**src/rtl/huffman_pkg.sv**
```systemverilog
// Shared definitions for the bit-serial Huffman decoder: table geometry,
// FSM state encoding and code-table entry accessors.
package huffman_pkg;

  localparam int CODE_W  = 13;
  localparam int LEN_MSB = 12;
  localparam int LEN_LSB = 9;
  localparam int MAX_LEN = 9;
  localparam int NUM_SYM = 10;

  typedef enum logic [1:0] {IDLE, RUN, EMIT, ERR} dec_state_e;

  typedef logic [CODE_W-1:0] code_entry_t;

  function automatic logic [3:0] entry_len(input code_entry_t e);
    return e[LEN_MSB:LEN_LSB];
  endfunction

  function automatic logic [MAX_LEN-1:0] entry_code(input code_entry_t e);
    return e[LEN_LSB-1:0];
  endfunction

  // True when a used entry has exactly cnt bits and its low bits equal acc.
  function automatic logic entry_hit(input code_entry_t e,
                                     input logic [MAX_LEN-1:0] acc,
                                     input logic [3:0] cnt);
    logic [MAX_LEN-1:0] mask;
    mask = ~({MAX_LEN{1'b1}} << entry_len(e));
    return (entry_len(e) != 4'd0) && (entry_len(e) == cnt) &&
           ((entry_code(e) & mask) == (acc & mask));
  endfunction

endpackage

```
**src/rtl/huffman_match.sv**
```systemverilog
// Combinational code-table matcher: reports whether the accumulated bits form
// a complete codeword and which symbol it is (lowest index wins on overlap).
module huffman_match
  import huffman_pkg::*;
(
  input  logic [MAX_LEN-1:0]             acc,
  input  logic [3:0]                     cnt,
  input  code_entry_t [NUM_SYM-1:0]      tbl,
  output logic                           hit,
  output logic [3:0]                     idx
);

  // Scan from the top down so the lowest matching index is the last written.
  always_comb begin
    // NOTE: every output gets a default before any conditional write, so no latch is inferred.
    hit = 1'b0;
    idx = '0;
    for (int i = NUM_SYM - 1; i >= 0; i--) begin
      if (entry_hit(tbl[i], acc, cnt)) begin
        hit = 1'b1;
        idx = 4'(i);
      end
    end
  end

endmodule

```
**src/rtl/huffman_decode.sv**
```systemverilog
// Bit-serial Huffman decoder for digits 0-9 with valid/ready symbol output,
// sticky error flag and end-of-decode Fin pulse.
// Optional feature: define HUFF_DEC_COUNT_EN to add the saturating Sym_cnt output.
module huffman_decode
  import huffman_pkg::*;
#(
  parameter int NUM_SYM = 10,
  parameter int MAX_LEN = 9
) (
  input  logic              Clk_in,
  input  logic              n_Rst,
  input  logic              Start_dec,
  input  logic              Stop_dec,
  input  logic [CODE_W-1:0] Code0,
  input  logic [CODE_W-1:0] Code1,
  input  logic [CODE_W-1:0] Code2,
  input  logic [CODE_W-1:0] Code3,
  input  logic [CODE_W-1:0] Code4,
  input  logic [CODE_W-1:0] Code5,
  input  logic [CODE_W-1:0] Code6,
  input  logic [CODE_W-1:0] Code7,
  input  logic [CODE_W-1:0] Code8,
  input  logic [CODE_W-1:0] Code9,
  input  logic              Bit_in,
  input  logic              Bit_valid,
  output logic              Bit_ready,
  output logic [3:0]        Sym_out,
  output logic              Sym_valid,
  input  logic              Sym_ready,
  output logic              Err,
  output logic              Fin
`ifdef HUFF_DEC_COUNT_EN
  ,
  output logic [15:0]       Sym_cnt
`endif
);

  dec_state_e                 state_q, state_n;
  logic [MAX_LEN-1:0]         acc_q, acc_n, acc_shift;
  logic [3:0]                 cnt_q, cnt_n, cnt_inc;
  code_entry_t [NUM_SYM-1:0]  tbl_q, tbl_n;
  logic                       stop_pend_q, stop_pend_n;
  logic                       bit_ready_n, sym_valid_n, err_n, fin_n;
  logic [3:0]                 sym_out_n;
  logic                       hit;
  logic [3:0]                 hit_idx;
  logic                       accept;

  // Candidate accumulator/count as they would be after accepting Bit_in.
  assign acc_shift = {acc_q[MAX_LEN-2:0], Bit_in};
  assign cnt_inc   = cnt_q + 4'd1;
  assign accept    = Bit_valid && Bit_ready;

  huffman_match u_match (
    .acc (acc_shift),
    .cnt (cnt_inc),
    .tbl (tbl_q),
    .hit (hit),
    .idx (hit_idx)
  );

  // Next-state and next-output logic; all outputs are registered below.
  always_comb begin
    state_n     = state_q;
    acc_n       = acc_q;
    cnt_n       = cnt_q;
    tbl_n       = tbl_q;
    stop_pend_n = stop_pend_q;
    sym_out_n   = Sym_out;
    err_n       = Err;
    fin_n       = 1'b0;

    if (Start_dec) begin
      // Start wins over everything, including a pending symbol or Stop_dec.
      state_n     = RUN;
      tbl_n       = {Code9, Code8, Code7, Code6, Code5, Code4, Code3, Code2, Code1, Code0};
      acc_n       = '0;
      cnt_n       = '0;
      err_n       = 1'b0;
      stop_pend_n = 1'b0;
    end else begin
      unique case (state_q)
        IDLE: ;
        RUN: begin
          // A stop that coincided with a bit was parked for one cycle (Bit_ready
          // is low meanwhile) so it sees the updated count.
          if (stop_pend_q || (Stop_dec && !accept)) begin
            fin_n       = 1'b1;
            stop_pend_n = 1'b0;
            if (cnt_q == '0) begin
              state_n = IDLE;
            end else begin
              err_n   = 1'b1;
              state_n = ERR;
            end
          end else if (accept) begin
            acc_n       = acc_shift;
            cnt_n       = cnt_inc;
            stop_pend_n = Stop_dec;
            if (hit) begin
              sym_out_n = hit_idx;
              acc_n     = '0;
              cnt_n     = '0;
              state_n   = EMIT;
            end else if (cnt_inc == 4'(MAX_LEN)) begin
              err_n       = 1'b1;
              fin_n       = 1'b1;
              stop_pend_n = 1'b0;
              state_n     = ERR;
            end
          end
        end
        EMIT: begin
          if (Sym_ready) begin
            if (stop_pend_q || Stop_dec) begin
              fin_n       = 1'b1;
              stop_pend_n = 1'b0;
              state_n     = IDLE;
            end else begin
              state_n = RUN;
            end
          end else begin
            stop_pend_n = stop_pend_q || Stop_dec;
          end
        end
        ERR: ;
        default: state_n = IDLE;
      endcase
    end

    sym_valid_n = (state_n == EMIT);
    bit_ready_n = (state_n == RUN) && !stop_pend_n;
    if (state_n != EMIT) sym_out_n = '0;
  end

  // State, datapath and output registers.
  always_ff @(posedge Clk_in or negedge n_Rst) begin
    if (!n_Rst) begin
      // NOTE: the table snapshot is reset too, so a decoder never matches against stale entries.
      state_q     <= IDLE;
      acc_q       <= '0;
      cnt_q       <= '0;
      tbl_q       <= '0;
      stop_pend_q <= 1'b0;
      Bit_ready   <= 1'b0;
      Sym_out     <= '0;
      Sym_valid   <= 1'b0;
      Err         <= 1'b0;
      Fin         <= 1'b0;
    end else begin
      // NOTE: non-blocking updates keep every register sampling pre-edge values.
      state_q     <= state_n;
      acc_q       <= acc_n;
      cnt_q       <= cnt_n;
      tbl_q       <= tbl_n;
      stop_pend_q <= stop_pend_n;
      Bit_ready   <= bit_ready_n;
      Sym_out     <= sym_out_n;
      Sym_valid   <= sym_valid_n;
      Err         <= err_n;
      Fin         <= fin_n;
    end
  end

`ifdef HUFF_DEC_COUNT_EN
  // Saturating count of symbol handshakes; cleared on restart.
  always_ff @(posedge Clk_in or negedge n_Rst) begin
    if (!n_Rst) begin
      Sym_cnt <= '0;
    end else if (Start_dec) begin
      Sym_cnt <= '0;
    end else if (Sym_valid && Sym_ready && (Sym_cnt != 16'hFFFF)) begin
      Sym_cnt <= Sym_cnt + 16'd1;
    end
  end
`else
  // Symbol counter is not built in this configuration.
`endif

endmodule

```
**config.mk**
```make
export PLATFORM = sky130hd
export DESIGN_NAME = huffman_decode
export DESIGN_NICKNAME = d
export VERILOG_FILES = /design/src/rtl/huffman_pkg.sv /design/src/rtl/huffman_match.sv /design/src/rtl/huffman_decode.sv
export SDC_FILE = /design/constraint.sdc
export NUM_CORES = 1
export LEC_CHECK = 0
export ABC_CLOCK_PERIOD_IN_PS = 3400
export CORE_MARGIN = 8
export CORE_UTILIZATION = 64
export DETAILED_ROUTE_END_ITERATION = 8
export DONT_BUFFER_PORTS = 1
export PLACE_DENSITY = 0.81
export SKIP_LAST_GASP = 1
export SLEW_MARGIN = 15
export SYNTH_ARGS = -nofsm -noshare
export SYNTH_HDL_FRONTEND = slang
export SYNTH_SLANG_ARGS = --single-unit
```
**constraint.sdc**
```tcl
create_clock -name Clk_in -period 3.4 [get_ports Clk_in]
set_input_delay 0.68 -clock Clk_in [delete_from_list [all_inputs] [get_ports Clk_in]]
set_output_delay 0.68 -clock Clk_in [all_outputs]
set_load 0.01 [all_outputs]
```
## Yosys cells after proc, flatten, opt, wreduce, memory -nomap -nowiden

Cells that the tools add are included.
W data, S select, Z words.

- Bits of input ports: 137
- Flip-flop bits (word level): 153
- Output and inout bits: 8
- Logic and storage cells: 207

- Reductions and logical operators: 48
- Add/subtract/negate cells: 1
- Equality and inequality tests: 31
- Shift operators: 10
- Multiplexer cells: 68
- Bitwise gates (word level): 30

Operator list:

| kind | number |
|---|---|
| $and A9 B9 Y9 | 20 |
| $eq A9 B9 Y1 | 10 |
| $not A9 Y9 | 10 |
| $shl A9 B4 Y9 const A | 10 |
| $mux W4 | 21 |
| $eq A4 B4 Y1 | 10 |
| $mux W8 | 5 |
| $reduce_bool A4 Y1 | 10 |
| $mux W1 | 32 |
| $logic_and A1 B1 Y1 | 23 |
| $mux W2 | 7 |
| $reduce_and A5 Y1 | 2 |
| $reduce_bool A2 Y1 | 5 |
| $reduce_bool A3 Y1 | 2 |
| $add A4 B1 Y4 const B | 1 |
| $eq A2 B1 Y1 const B | 2 |
| $eq A2 B2 Y1 const B | 2 |
| $eq A4 B4 Y1 const B | 1 |
| $logic_not A4 Y1 | 1 |
| $ne A2 B1 Y1 const B | 2 |
| $ne A2 B2 Y1 const B | 2 |
| $pmux W1 S2 | 2 |
| $pmux W2 S2 | 1 |
| $ne A3 B2 Y1 const B | 1 |
| 4 further kinds | 6 |

## Logic depth before layout (Yosys ltp)

Gate-level depths: netlist of run 1.

- Word-level depth: 23
- Depth in mapped cells: 14
- Mapped depth without buffers: 11

## By module

Synthesis of run 1 repeated with hierarchy kept, for this count alone.

- Cell total of the unflattened synthesis: 741
- Area total of the unflattened synthesis: 8,423.1 sq um

Modules (own cells, without submodules):

| module | area an instance (sq um) | cells each | seq. area each (sq um) | instances |
|---|---|---|---|---|
| huffman_decode | 5,998.3 | 384 | 3,828.7 | 1 |
| huffman_match | 2,424.8 | 357 | 0.0 | 1 |

## Least setup slack after synthesis of run 1

OpenSTA, ideal clock, no wires.

- Kind: register to register
- Start point: register cnt_q[0]
- End point: register acc_q[0]
- Data required time: 3.279 ns
- Data arrival time: 2.700 ns
- Clock period less this slack: 2.821 ns
- Library setup time: 0.121 ns
- Buffers on the path: 3
- Slack: 0.579 ns
- Cell stages (with the launch flop): 14
- Path through: dfrtp_1 buf_2 inv_1 ha_1 buf_2 or3_1 a222oi_1 o21ai_0 nand4b_1 nand4_4 nor3_4 nor3b_4 buf_6 a22o_1

- Cells in the longest elaborated chain, start to end: 19
- Elaborated cells on any way between the ends: 46
- Classes of those cells: add/sub (1); eq/ne (10); mux (15); reduce/logical (20)

Ends and longest elaborated chain:

| item | line | RTL |
|---|---|---|
| start: declaration | huffman_decode.sv:40 | `logic [3:0] cnt_q, cnt_n, cnt_inc;` |
| start signal: assignment | huffman_decode.sv:154 | `cnt_q <= cnt_n;` |
| $add A4 B1 Y4 * | huffman_decode.sv:51 | `assign cnt_inc = cnt_q + 4'd1;` |
| $eq A4 B4 Y1 | huffman_pkg.sv:29 | `return (entry_len(e) != 4'd0) && (entry_len(e) == cnt) &&` |
| $logic_and A1 B1 Y1 (2 in a row) | huffman_pkg.sv:29 |  |
| $mux W1 (9 in a row) | huffman_match.sv:19 | `if (entry_hit(tbl[i], acc, cnt)) begin` |
| $mux W1 * | huffman_match.sv:19 |  |
| $mux W8 * | huffman_decode.sv:100 | `if (hit) begin` |
| $mux W8 * | huffman_decode.sv:96 | `end else if (accept) begin` |
| $mux W8 * | huffman_decode.sv:87 | `if (stop_pend_q \|\| (Stop_dec && !accept)) begin` |
| $mux W8 * | huffman_decode.sv:82 | `unique case (state_q)` |
| $mux W8 * | huffman_decode.sv:73 | `if (Start_dec) begin` |
| end signal: assignment | huffman_decode.sv:153 | `acc_q <= acc_n;` |
| end: declaration | huffman_decode.sv:39 | `logic [MAX_LEN-1:0] acc_q, acc_n, acc_shift;` |

Mark *: on every way between the ends. The rest lies on a longest branch, timed or not. The select of a mux whose other input is x is not followed.
A chain may end at the register's enable or synchronous reset.

## Worst setup path in the final report of run 1

- Start point: register cnt_q[0]
- End point: register cnt_q[0]

- Cells in the longest elaborated chain, start to end: 19
- Elaborated cells on any way between the ends: 46
- Classes of those cells: add/sub (1); eq/ne (10); mux (15); reduce/logical (20)

Ends and longest elaborated chain:

| item | line |
|---|---|
| $add A4 B1 Y4 * | huffman_decode.sv:51 |
| $eq A4 B4 Y1 | huffman_pkg.sv:29 |
| $logic_and A1 B1 Y1 (2 in a row) | huffman_pkg.sv:29 |
| $mux W1 (10 in a row) | huffman_match.sv:19 |
| $mux W4 * | huffman_decode.sv:100 |
| $mux W4 * | huffman_decode.sv:96 |
| $mux W4 * | huffman_decode.sv:87 |
| $mux W4 * | huffman_decode.sv:82 |
| $mux W4 * | huffman_decode.sv:73 |

Marks and branches as above.

==> results of run 1 <==
-- cell type report --
cell class / count / area, sq um / share of cell area
multi-input cells: 553 / 4387 / 0.4755
flip-flops and latches: 153 / 3829 / 0.4150
clock buffers: 20 / 446.7 / 0.04841
well taps: 176 / 220.2 / 0.02387
repair buffers: 20 / 150.1 / 0.01627
clock inverters: 12 / 117.6 / 0.01275
inverters: 19 / 71.32 / 0.007730
diodes: 2 / 5.005 / 0.0005424
-- state kept, by name, indices dropped and copies added (netlist names) --
register / count
Sym_valid: 1
Err: 1
acc_q: 8
stop_pend_q: 1
Fin: 1
Bit_ready: 1
Sym_out: 4
cnt_q: 4
state_q: 2
tbl_q: 130
-- layout by cell type, fill, tap and decap left out, types with 3 or more instances in the layout --
cell,n
nand4b_1,4
nor3_1,20
clkbuf_16,17
mux2i_1,6
xor2_1,31
nor2_1,39
a21oi_1,41
inv_1,19
nand3_1,7
buf_4,20
a22o_1,10
o2111ai_1,3
o22ai_1,11
a2111oi_0,3
or3_1,4
nand2_1,34
nor3b_1,3
nand4_1,4
clkinv_4,3
xnor2_1,83
o211ai_1,7
dfrtp_1,153
inv_6,3
nor4_1,10
o21ai_0,34
mux2_2,122
a31oi_1,11
clkinvlp_4,4
a211oi_1,7
ha_1,4
a211o_1,4
-- where the power goes --
| group | internal [mW] | switching, mW |
|---|---|---|
| combinational | 0.623 | 0.632 |
| sequential | 2.02 | 0.265 |
| clock | 1.03 | 0.769 |
-- worst max-delay path by stage --
| stage | from | end | slack [ns] | depth (start not counted) |
|---|---|---|---|---|
| global placement | cnt_q[0]$_DFFE_PN0P_ | cnt_q[2]$_DFFE_PN0P_ | 0.35 | 10 |
| detailed placement | cnt_q[0]$_DFFE_PN0P_ | cnt_q[2]$_DFFE_PN0P_ | 0.28 | 10 |
| floorplan | cnt_q[0]$_DFFE_PN0P_ | acc_q[0]$_DFFE_PN0P_ | 0.58 | 13 |
| finish | cnt_q[0]$_DFFE_PN0P_ | cnt_q[0]$_DFFE_PN0P_ | 0.25 | 11 |
| global route | cnt_q[0]$_DFFE_PN0P_ | cnt_q[0]$_DFFE_PN0P_ | 0.06 | 11 |
| CTS | cnt_q[0]$_DFFE_PN0P_ | cnt_q[2]$_DFFE_PN0P_ | 0.25 | 12 |
-- through the flow --
step / setup slack [ns] / instances / util
finish: 0.2470 / 955 / 0.6995
CTS: 0.2516 / 951 / 0.6980
global route: 0.06029 / 955 / 0.6995
detailed placement: 0.2792 / 919 / 0.6552
global placement: 0.3474 / 919 / 0.6552
floorplan: 0.5789 / 789 / -
-- routing by layer --
layer	global-route usage	vias up	part of all wire
li1	-	2763	-
met1	0.3131	3036	0.39
met2	0.3907	306	0.48
met3	0.08117	63	0.095
met4	0.1213	2	0.035
met5	0	-	0.00061
-- kinds of logic after synthesis --
kind of cell / share of synthesized area
AO/OA/AOI/OAI: 0.1198
flip-flops: 0.4463
AND/OR/NAND/NOR: 0.09276
multiplexers: 0.1672
XOR/XNOR: 0.1247
buffers and inverters: 0.04230
adder cells (fa/ha/maj): 0.007001
-- repair_timing --
action,in CTS,in global routing
setup endpoints to repair,0,1
resized for setup,0,0
endpoints found under the hold margin,153,153
setup buffers,0,2
==> flow_summary.json, run 1 <==
{
  "drtPass1Iterations": 5,
  "place_area_sq_um": 8642,
  "tightest_slew_ns": 0.8176,
  "slowest_delay_ns": 0.42,
  "grt_pass1_vias": 6285,
  "status": "finished with violations",
  "nFillCells": 921,
  "wl_per_cell_microns": 22.48,
  "rsz0062_at_grt": "false",
  "slew_violations": 0,
  "timing.rr.start": "cnt_q[0]$_DFFE_PN0P_",
  "synth_cell_types": 70,
  "netlist_area_sq_um": 8578,
  "dieArea_sq_um": 17360,
  "cp.arrival_ns": 3.47,
  "worst_setup_path_start_kind": "flop",
  "clk_pin_slew_worst_paths_ns": 0.06,
  "grt_pass1_wl_microns": 34270,
  "period_minus_slack_ns": 3.153,
  "cts_tree": "done",
  "fmax_mhz": 317.2,
  "die_y_microns": 131.8,
  "grt_start_max_net_pins": 154,
  "max-slew-margin-rel": 0.4529,
  "cts_buffers": 17,
  "rows": 42,
  "violations": "negative hold slack",
  "timing.hold.ws_ns": -0.06133,
  "fin_nets": 905,
  "crit_path_end_kind": "flop",
  "grt_usage": 0.2519,
  "drive_gt1_frac": 0.2407,
  "finalCritPeriodShare": 0.9274,
  "reg2reg_to": "cnt_q[0]$_DFFE_PN0P_",
  "maxCapViolCount": 0,
  "synth_edf_count": 0,
  "clk_path_buf_depth": 2,
  "ant_nets": 0,
  "hold_path.class": "input port to async pin",
  "hold_viol": 153,
  "critPathTopFamily": "simple AND/OR/NAND/NOR gates",
  "cts-root-buf": "clkbuf_16",
  "synth-seq-cells": 153,
  "numPortBuffers": 0,
  "die_w_microns": 131.8,
  "coreArea_sq_um": 13190,
  "clock_skew_ns": 0.01444,
  "antenna_found_initial": 3,
  "synth_top_area_cell": "dfrtp_1",
  "synth_commonest_cells": "dfrtp_1 (153), mux2_2 (122), xnor2_1 (83)",
  "slowest_stage": "dfrtp_1",
  "clk_latency_ns": 0.44,
  "netlist.area_leader.share": 0.4463,
  "ys.flop_type": "dfrtp_1",
  "syn2layout_area_growth_pct": 7.555,
  "postSynthAreaPerCell_sq_um": 10.87,
  "synthCells": 789,
  "vdd_ir_drop_max_mv": 0.4388,
  "start_util": 0.6504,
  "async_flop_share": 1.000,
  "crit_chain": "inv_1, ha_1, buf_4, or3_1, a2111oi_0, nand4_1, nand4_4, nor3_4, nor3b_4, buf_4, mux2_2",
  "drc": 0,
  "grt-ovfl-total": 0,
  "worstPathMaxFanout": 8,
  "io_pins": 145,
  "drt_iter0_drc": 567,
  "wirelength_microns": 21470,
  "yosysMostFrequentCell": "dfrtp_1",
  "crit_required_ns": 3.72,
  "ff2ff_path_depth": 11,
  "path_class": "flop to flop",
  "power.density_nw_per_um2": 578.4,
  "synth.area.top_cells": "dfrtp_1 (45%), mux2_2 (16%), xnor2_1 (8.5%)",
  "leakage_nw": 3.710,
  "clock_sinks": 153,
  "worst-path-buf-inv": 3,
  "r2r_slack_ns": 0.25,
  "cpMostUsedCell": "buf_4",
  "yosysWarnings": 0,
  "gp_congestion": 0.8570,
  "via_per_inst": 6.461,
  "ys_seq_area_frac": 0.4463,
  "syn_nets": 930,
  "dpl.hpwl_microns": 15150,
  "final_cell_area_sq_um": 9226,
  "htreeDepth": 4,
  "totalPowerFinal_mw": 5.337,
  "vias": 6170,
  "setup_violations": 0,
  "finalSetupTns_ns": 0
}
(Power assumes the default switching activity.)
==> run 2, diff against run 1 <==
ABC_AREA = 1   (was default)
MAX_ROUTING_LAYER = met4   (was default)
==> run 2 against run 1 <==
Effect of this change: the flow still finishes with violations (negative hold slack); combinational power hardly changed; critical path depth is 5 higher; hold slack better by 0.011 ns; critical endpoint is now Sym_out[1]$_DFFE_PN0P_; cell count is 57% higher; count of clock-buffer cells in the layout is 2 higher; sequential power is 4% lower; first-iteration DRC count is 76% higher; power is 0.66% higher; synthesized area is 4.3% higher.
==> flow_summary.json, run 2 <==
{
  "status": "finished with violations",
  "violations": "negative hold slack",
  "ff2ff_path_depth": 16,
  "clk_latency_ns": 0.43,
  "ys.flop_type": "dfrtp_1",
  "start_util": 0.6498,
  "reg2reg_to": "Sym_out[1]$_DFFE_PN0P_",
  "timing.rr.start": "acc_q[0]$_DFFE_PN0P_",
  "diodes": 0,
  "cts_tree": "done",
  "max-slew-margin-rel": 0.5311,
  "postSynthAreaPerCell_sq_um": 6.796,
  "top_regs": "tbl_q x130, acc_q x8",
  "synthCells": 1317,
  "mostFrequentLayoutCell": "nand2_1",
  "synth_commonest_cells": "nand2_1 (542), dfrtp_1 (153), inv_1 (151)",
  "wirelength_microns": 27290,
  "drtPass1Iterations": 6,
  "tightest_slew_ns": 0.7033,
  "synth.area.top_cells": "dfrtp_1 (43%), nand2_1 (23%), o21ai_0 (7.4%)",
  "coreArea_sq_um": 13770,
  "die_w_microns": 134.3,
  "largest_reg_flops": 130,
  "fmax_mhz": 315.7,
  "dieArea_sq_um": 18020,
  "cp.arrival_ns": 3.52,
  "drive_gt1_frac": 0.05829,
  "clock_skew_ns": 0.007106,
  "synth-seq-cells": 153,
  "via_per_inst": 5.745,
  "gp_congestion": 0.9587,
  "yosysMostFrequentCell": "nand2_1",
  "netlist_area_sq_um": 8950,
  "clk_pin_slew_worst_paths_ns": 0.06,
  "htreeDepth": 4,
  "io_pins": 145,
  "maxCapViolCount": 0,
  "netlist.area_leader.share": 0.4278,
  "setup_violations": 0,
  "clk_path_buf_depth": 2,
  "grt_pass1_vias": 8332,
  "async_flop_share": 1.000,
  "p_sw_frac": 0.3248,
  "rsz0062_at_grt": "false",
  "crit_path_end_kind": "flop",
  "cts_buffers": 17,
  "grt-ovfl-total": 0,
  "drt_iter0_drc": 996,
  "seq_power_share": 0.407,
  "intPower_mw": 3.627,
  "cts_setup_buffers": 0,
  "synth_cell_types": 36,
  "synth_edf_count": 0,
  "wl_per_cell_microns": 18.18,
  "largest_register": "tbl_q",
  "cts-root-buf": "clkbuf_16",
  "syn_nets": 1458,
  "period_minus_slack_ns": 3.168,
  "path_class": "flop to flop",
  "yosysWarnings": 0,
  "p_clk_frac": 0.361,
  "vdd_ir_drop_max_mv": 0.4694,
  "pwr-share-comb": 0.233,
  "dpl.hpwl_microns": 18400,
  "timing.hold.ws_ns": -0.05006,
  "worst_setup_path_start_kind": "flop",
  "r2r_slack_ns": 0.23,
  "die_y_microns": 134.3,
  "synth_top_area_cell": "dfrtp_1",
  "ant_nets": 0,
  "slew_violations": 0,
  "vias": 8623,
  "grt_pass1_wl_microns": 43210,
  "rows": 43,
  "hold_path.class": "input port to async pin",
  "final_cell_mix": "nand2_1 (542), dfrtp_1 (153), inv_1 (151)",
  "clock_sinks": 153,
  "syn2layout_area_growth_pct": 8.458,
  "leakage_nw": 5.187,
  "worstPathMaxFanout": 12,
  "hold_viol": 153,
  "crit_required_ns": 3.75,
  "finalSetupTns_ns": 0,
  "grt_usage": 0.3179,
  "multi_input_area_sq_um": 4318,
  "regArea_sq_um": 3829,
  "ys_seq_area_frac": 0.4278,
  "fin_nets": 1451,
  "grt_start_max_net_pins": 231,
  "power.density_nw_per_um2": 553.4,
  "numPortBuffers": 0,
  "antenna_found_initial": 0,
  "p_switching_mw": 1.745,
  "nFillCells": 1203,
  "finalCritPeriodShare": 0.9317,
  "drc": 0
}
run 2: logic make-up after synthesis:
kind of cell	count (synthesis)	synth area share
AO/OA/AOI/OAI	179	0.1074
XOR/XNOR	33	0.03229
adder cells (fa/ha/maj)	4	0.005592
buffers and inverters	203	0.08975
flip-flops	153	0.4278
AND/OR/NAND/NOR	745	0.3372
run 2: power by group through the flow:
stage	sequential [mW]	combinational (mW)	clock [mW]
2_1_floorplan	2.15	0.984	0
3_3_place_gp	2.20	1.17	0
3_5_place_dp	2.21	1.20	0
4_1_cts	2.18	1.22	1.95
5_1_grt	2.21	1.40	2.03
6_report	2.18	1.25	1.94
run 2: what timing repair did:
action                                  CTS  global route
hold endpoints to repair                153           153
gates resized for setup                   0             1
endpoints found under the setup margin    0             2
run 2: final cells by class:
cell class / instances / area share
clock buffers: 22 / 0.04885
clock inverters: 8 / 0.01237
inverters: 158 / 0.06161
multi-input cells: 961 / 0.4448
flip-flops and latches: 153 / 0.3944
well taps: 180 / 0.02320
repair buffers: 19 / 0.01469
run 2: worst max-delay path by stage:
stage / start / slack, ns / to
6_report: acc_q[0]$_DFFE_PN0P_ / 0.23 / Sym_out[1]$_DFFE_PN0P_
3_3_place_gp: acc_q[0]$_DFFE_PN0P_ / 0.37 / Sym_out[0]$_DFFE_PN0P_
4_1_cts: acc_q[0]$_DFFE_PN0P_ / 0.21 / Sym_out[1]$_DFFE_PN0P_
2_1_floorplan: cnt_q[0]$_DFFE_PN0P_ / 1.06 / Bit_ready$_DFF_PN0_
5_1_grt: acc_q[0]$_DFFE_PN0P_ / 0.04 / Sym_out[0]$_DFFE_PN0P_
3_5_place_dp: acc_q[0]$_DFFE_PN0P_ / 0.29 / Sym_out[1]$_DFFE_PN0P_
run 2: worst max-delay path, cell delays in order (launching register included):
cell and delay, ns:
dfrtp_1 0.79, clkinvlp_4 0.51, nand2_1 0.17, nand2_1 0.07, nand2_1 0.06, nand4_1 0.09
nor2_1 0.11, nand3_1 0.15, nand2_1 0.12, nor2_2 0.05, nand3_2 0.24, nand2_1 0.12
nand2_1 0.10, nand2_2 0.07, a21oi_4 0.17, nand3_2 0.13, nor2_1 0.12
run 2: stage by stage:
step | total power [mW] | worst slack [ns] | cells | utilization | area (sq um)
after detailed placement | 3.412 | 0.2888 | 1471 | 0.6613 | 9109
after CTS | 5.351 | 0.2118 | 1501 | 0.7045 | 9703
final | 5.372 | 0.2322 | 1501 | 0.7048 | 9707
after global routing | 5.635 | 0.03709 | 1501 | 0.7048 | 9707
after global placement | 3.371 | 0.3653 | 1471 | 0.6613 | 9109
after floorplan | 3.136 | 1.057 | 1317 | - | 8950
run 2: routing by layer:
metal / wire (microns) / GRT usage / vias to the layer above
met5: 0 / - / -
met4: 1005 / 0.1372 / 0
met3: 2570 / 0.07143 / 80
met2: 12560 / 0.4799 / 456
met1: 11160 / 0.4048 / 3998
li1: - / - / 4089
